<file path="src/rtl/z80_sram_responder.sv">
// Z80 bus target: turns CPU memory cycles into timed asynchronous-SRAM accesses with WAIT insertion,
// and answers IO reads with a floating-bus byte and interrupt acknowledge with a fixed vector.
module z80_sram_responder #(
    parameter int          WAIT_CYCLES = 2,
    parameter logic [15:0] ROM_TOP     = 16'h4000,
    parameter logic [7:0]  IM2_VECTOR  = 8'hFF
) (
    input  logic        clk,
    input  logic        reset,
    input  logic        mreq_n,
    input  logic        iorq_n,
    input  logic        rd_n,
    input  logic        wr_n,
    input  logic        m1_n,
    input  logic        rfsh_n,
    input  logic [15:0] a,
    input  logic [7:0]  cpu_dout,
    output logic [7:0]  cpu_di,
    output logic        wait_n,
    output logic [15:0] sram_a,
    output logic [7:0]  sram_dq_o,
    input  logic [7:0]  sram_dq_i,
    output logic        sram_ce_n,
    output logic        sram_oe_n,
    output logic        sram_we_n
);

    typedef enum logic [1:0] {IDLE, ACC, DONE} state_t;

    localparam logic [3:0] WAIT_INIT = 4'(WAIT_CYCLES);

    state_t     state;
    logic [3:0] cnt;
    logic       wait_q;
    logic       is_read;
    logic [7:0] rd_latch;
    logic       start;
    logic       in_rom;

    assign start  = (state == IDLE) & ~reset & ~mreq_n & rfsh_n & (~rd_n | ~wr_n);
    assign in_rom = (a < ROM_TOP);

    // The start cycle has no registered stall yet, so WAIT is pulled low combinationally.
    assign wait_n = wait_q & ~start;

    always_comb begin
        cpu_di = rd_latch;
        if (!iorq_n && !m1_n)
            cpu_di = IM2_VECTOR;
        else if (!iorq_n && !rd_n)
            cpu_di = 8'hFF;
    end

    always_ff @(posedge clk) begin
        if (reset) begin
            state     <= IDLE;
            cnt       <= 4'd0;
            wait_q    <= 1'b1;
            is_read   <= 1'b0;
            rd_latch  <= 8'hFF;
            sram_a    <= 16'h0000;
            sram_dq_o <= 8'h00;
            sram_ce_n <= 1'b1;
            sram_oe_n <= 1'b1;
            sram_we_n <= 1'b1;
        end else begin
            case (state)
                IDLE: begin
                    if (start) begin
                        state     <= ACC;
                        cnt       <= WAIT_INIT;
                        wait_q    <= 1'b0;
                        is_read   <= ~rd_n;
                        sram_a    <= a;
                        sram_dq_o <= cpu_dout;
                        // A protected write runs the full timing with every strobe held inactive.
                        sram_ce_n <= rd_n & in_rom;
                        sram_oe_n <= rd_n;
                        sram_we_n <= ~rd_n | in_rom;
                    end
                end
                ACC: begin
                    if (mreq_n) begin
                        state     <= IDLE;
                        cnt       <= 4'd0;
                        wait_q    <= 1'b1;
                        sram_ce_n <= 1'b1;
                        sram_oe_n <= 1'b1;
                        sram_we_n <= 1'b1;
                    end else if (cnt == 4'd1) begin
                        if (is_read)
                            rd_latch <= sram_dq_i;
                        state     <= DONE;
                        cnt       <= 4'd0;
                        wait_q    <= 1'b1;
                        sram_ce_n <= 1'b1;
                        sram_oe_n <= 1'b1;
                        sram_we_n <= 1'b1;
                    end else begin
                        cnt <= cnt - 4'd1;
                    end
                end
                DONE: begin
                    // Hold here until the CPU ends the cycle so it is never serviced twice.
                    if (mreq_n)
                        state <= IDLE;
                end
                default: state <= IDLE;
            endcase
        end
    end

endmodule
</file>
<file path="config.mk">
export PLATFORM = sky130hd
export DESIGN_NAME = z80_sram_responder
export DESIGN_NICKNAME = d
export VERILOG_FILES = /design/src/rtl/z80_sram_responder.sv
export SDC_FILE = /design/constraint.sdc
export NUM_CORES = 1
export LEC_CHECK = 0
export ABC_AREA = 1
export CAP_MARGIN = 0
export CORE_ASPECT_RATIO = 0.75
export CORE_MARGIN = 10
export CORE_UTILIZATION = 43
export CTS_BUF_LIST = sky130_fd_sc_hd__clkbuf_2
export DETAILED_ROUTE_END_ITERATION = 10
export GPL_ROUTABILITY_DRIVEN = 1
export PLACE_DENSITY = 0.87
export SYNTH_ARGS = -nofsm -noshare
export SYNTH_HDL_FRONTEND = slang
export SYNTH_SLANG_ARGS = --single-unit
</file>
<file path="constraint.sdc">
create_clock -name clk -period 1.78 [get_ports clk]
set_clock_uncertainty 0.15 [all_clocks]
set_input_delay 0.356 -clock clk [delete_from_list [all_inputs] [get_ports clk]]
set_output_delay 0.356 -clock clk [all_outputs]
set_load 0.005 [all_outputs]
</file>
==> results.json <==
{
  "cp_max_fo": 2,
  "wl_met3_um": 383,
  "drc": 0,
  "highest_layer": "met4",
  "drtIter0Drc": 98,
  "min_period_ns": 1.81,
  "fp-row-count": 20,
  "wirelength_um": 4760,
  "outcome": "finished with violations",
  "p_clk_share_pct": 24.3,
  "cts.sinks": 43,
  "hold_viol": 0,
  "ys_async_sr_fraction_pct": 0,
  "timing.final.crit_share_pct": 102,
  "first_pass_iters": 4,
  "routed_via_density": 4.70,
  "cts_tree": "built",
  "peakVddDrop_v": 0.000465,
  "synth_area_um2": 1760,
  "synth_seq_cells": 43,
  "coreArea_um2": 4000,
  "failed_checks": "negative setup slack",
  "grt_overflow": 0,
  "timing.rr.start": "state[1]$_SDFFE_PP0P_",
  "synth_area_leaders": "dfxtp_1 (49%), nor2_1 (11%), nand2_1 (8.1%)",
  "num_antenna_cells": 0,
  "hp-class": "in -> reg",
  "worstSetupEndpointType": "output port",
  "pin_count": 76,
  "grt_use_total_pct": 13.5,
  "synth_cells": 230,
  "setup_viol": 1,
  "synth_top_area_share_pct": 49.0,
  "synth_cell_types": 25,
  "syn_nets": 272,
  "p_int_uw": 1270,
  "relSlewSlack_pct": 76.1,
  "m1WireLength_um": 2110,
  "worstPathArrival_ns": 1.31,
  "area_delta_synth_final_pct": 48.2,
  "gp_congestion": 0.839,
  "final_common_cell": "nor2_1",
  "die_x_um": 93.8,
  "dp_hpwl_um": 3570,
  "sw_frac_of_total_pct": 26.9,
  "seqPwrFrac_pct": 59.1,
  "fin_ws_ns": -0.0328,
  "worstHoldStart": "reset",
  "clk_latency_ns": 0.38,
  "crit_type": "in -> out",
  "die_h_um": 75.3,
  "initial_core_util_pct": 43.8,
  "power_leakage_uw": 0.00121,
  "synth_warnings": 0,
  "cts-buffers-inserted": 5,
  "cts-root-buf": "clkbuf_2",
  "grt_pass1_vias": 1627,
  "drive_gt1_share_pct": 23.2,
  "p_comb_share_pct": 16.5,
  "maxCapViolations": 0,
  "layout_common_cells": "nor2_1 (51), nand2_1 (36), clkdlybuf4s50_1 (35), dfxtp_2 (29), dlygate4sd2_1 (28)",
  "post-place-ws_ns": -0.559,
  "yosysSeqAreaShare_pct": 49.0,
  "cp-start-kind": "input port",
  "grt_start_max_net_pins": 39,
  "fmax_mhz": 552,
  "maxSlewViolCount": 0,
  "holdBufCountCts": 0,
  "tightest_slew_ns": 0.358,
  "detail-route-antenna-nets": 0,
  "cp.required_ns": 1.27,
  "min_path_cells": 3,
  "powerDensity_nw_per_um2": 667,
  "avgSynthCellArea_um2": 7.63,
  "r2r_cells": 9,
  "yosys.area.top_type": "dfxtp_1",
  "final_nets": 351,
  "clkSlewWorstSetupHoldPaths_ns": 0.22,
  "antenna_found_initial": 0,
  "clk_path_buf_depth": 2,
  "die_area_um2": 7060,
  "rsz0062_at_grt": "true",
  "via_count": 1715,
  "total_power_uw": 1730,
  "synth_edf_count": 0,
  "grt_first_pass_wirelength_um": 7760,
  "worstSetupStartpoint": "rfsh_n",
  "wl_per_cell_um": 13.0,
  "wl_met2_um": 2250,
  "io_buffer_count": 75,
  "netSwitchingPower_uw": 466,
  "ys.flop_type": "dfxtp_1",
  "h-tree-depth": 2
}
## routing by layer
metal	up-vias	global-route usage, %
li1	897	-
met1	767	17.0
met2	49	21.2
met3	2	5.12
met4	0	3.53
met5	-	0
## what timing repair did
action,in CTS,in global routing
endpoints found under the setup margin,36,10
hold endpoints to repair,0,0
setup buffers,3,0
cloned,0,0
pin swaps,4,5
gates resized for setup,100,4
## area by class of cell
cell class	count	area, um2
Clock inverter	3	25.0
Clock buffer	5	25.0
Inverter	13	52.6
Timing Repair Buffer	83	738
Sequential cell	43	897
Fill cell	388	1400
Tap cell	55	68.8
Multi-Input combinational cell	163	795
## registers in the layout (all words and copies together) (netlist names)
name,cells
state,2
sram_oe_n,1
sram_dq_o,8
sram_ce_n,1
rd_latch,8
is_read,1
sram_a,16
wait_q,1
cnt,4
sram_we_n,1
## worst paths after layout
check / to / slack, ns
setup reg to reg: cnt[0]$_SDFFE_PP0P_ / 0.19
setup / recovery: wait_n / -0.03
hold reg to reg: sram_oe_n$_SDFFE_PP1P_ / 0.32
hold / removal: cnt[2]$_SDFFE_PP0P_ / 0.24
## power by group through the flow
| stage | logic, uW | registers [uW] | clock network (uW) |
|---|---|---|---|
| 6_report | 287 | 1030 | 422 |
| 3_3_place_gp | 296 | 1040 | 0 |
| 5_1_grt | 322 | 1030 | 492 |
| 3_5_place_dp | 302 | 1040 | 0 |
| 4_1_cts | 290 | 1030 | 448 |
| 2_1_floorplan | 123 | 1040 | 0 |
## critical path: stages
cell and delay, ns:
clkdlybuf4s50_1 0.47, nand2_2 0.07, nor2_4 0.14, nand2_4 0.07, inv_4 0.05, nor2_2 0.02
buf_2 0.12
## kinds of logic after synthesis
kind of cell,Yosys count,share of synthesized area [%]
DFF,43,49.0
AOI/OAI and AO/OA,32,9.27
and+or+nand+nor,128,32.9
xor gates and xnor gates,1,0.499
adders and majority gates,2,1.43
buffers and inverters,24,6.91
## per-stage QoR
stage	utilization [%]	cell area, um2	TNS, ns	hold slack [ns]	std cells
2_1_floorplan	-	1760	0	0.275	230
3_3_place_gp	63.5	2540	-10.95	0.290	354
3_5_place_dp	63.5	2540	-12.95	0.297	354
4_1_cts	64.7	2590	-0.0311	0.213	365
5_1_grt	65.0	2600	-0.0964	0.219	365
6_report	65.0	2600	-0.0328	0.242	365
## Yosys cell counts, types with 2 or more instances
master,number
nor2_1,52
dfxtp_1,43
nand2_1,38
o21ai_0,25
nand3_1,19
inv_1,9
nand3b_1,8
a21oi_1,6
buf_2,4
clkbuf_1,4
buf_6,3
or2_2,3
ha_1,2
inv_2,2
nand2_2,2
Power figures use the tool's default switching activity.
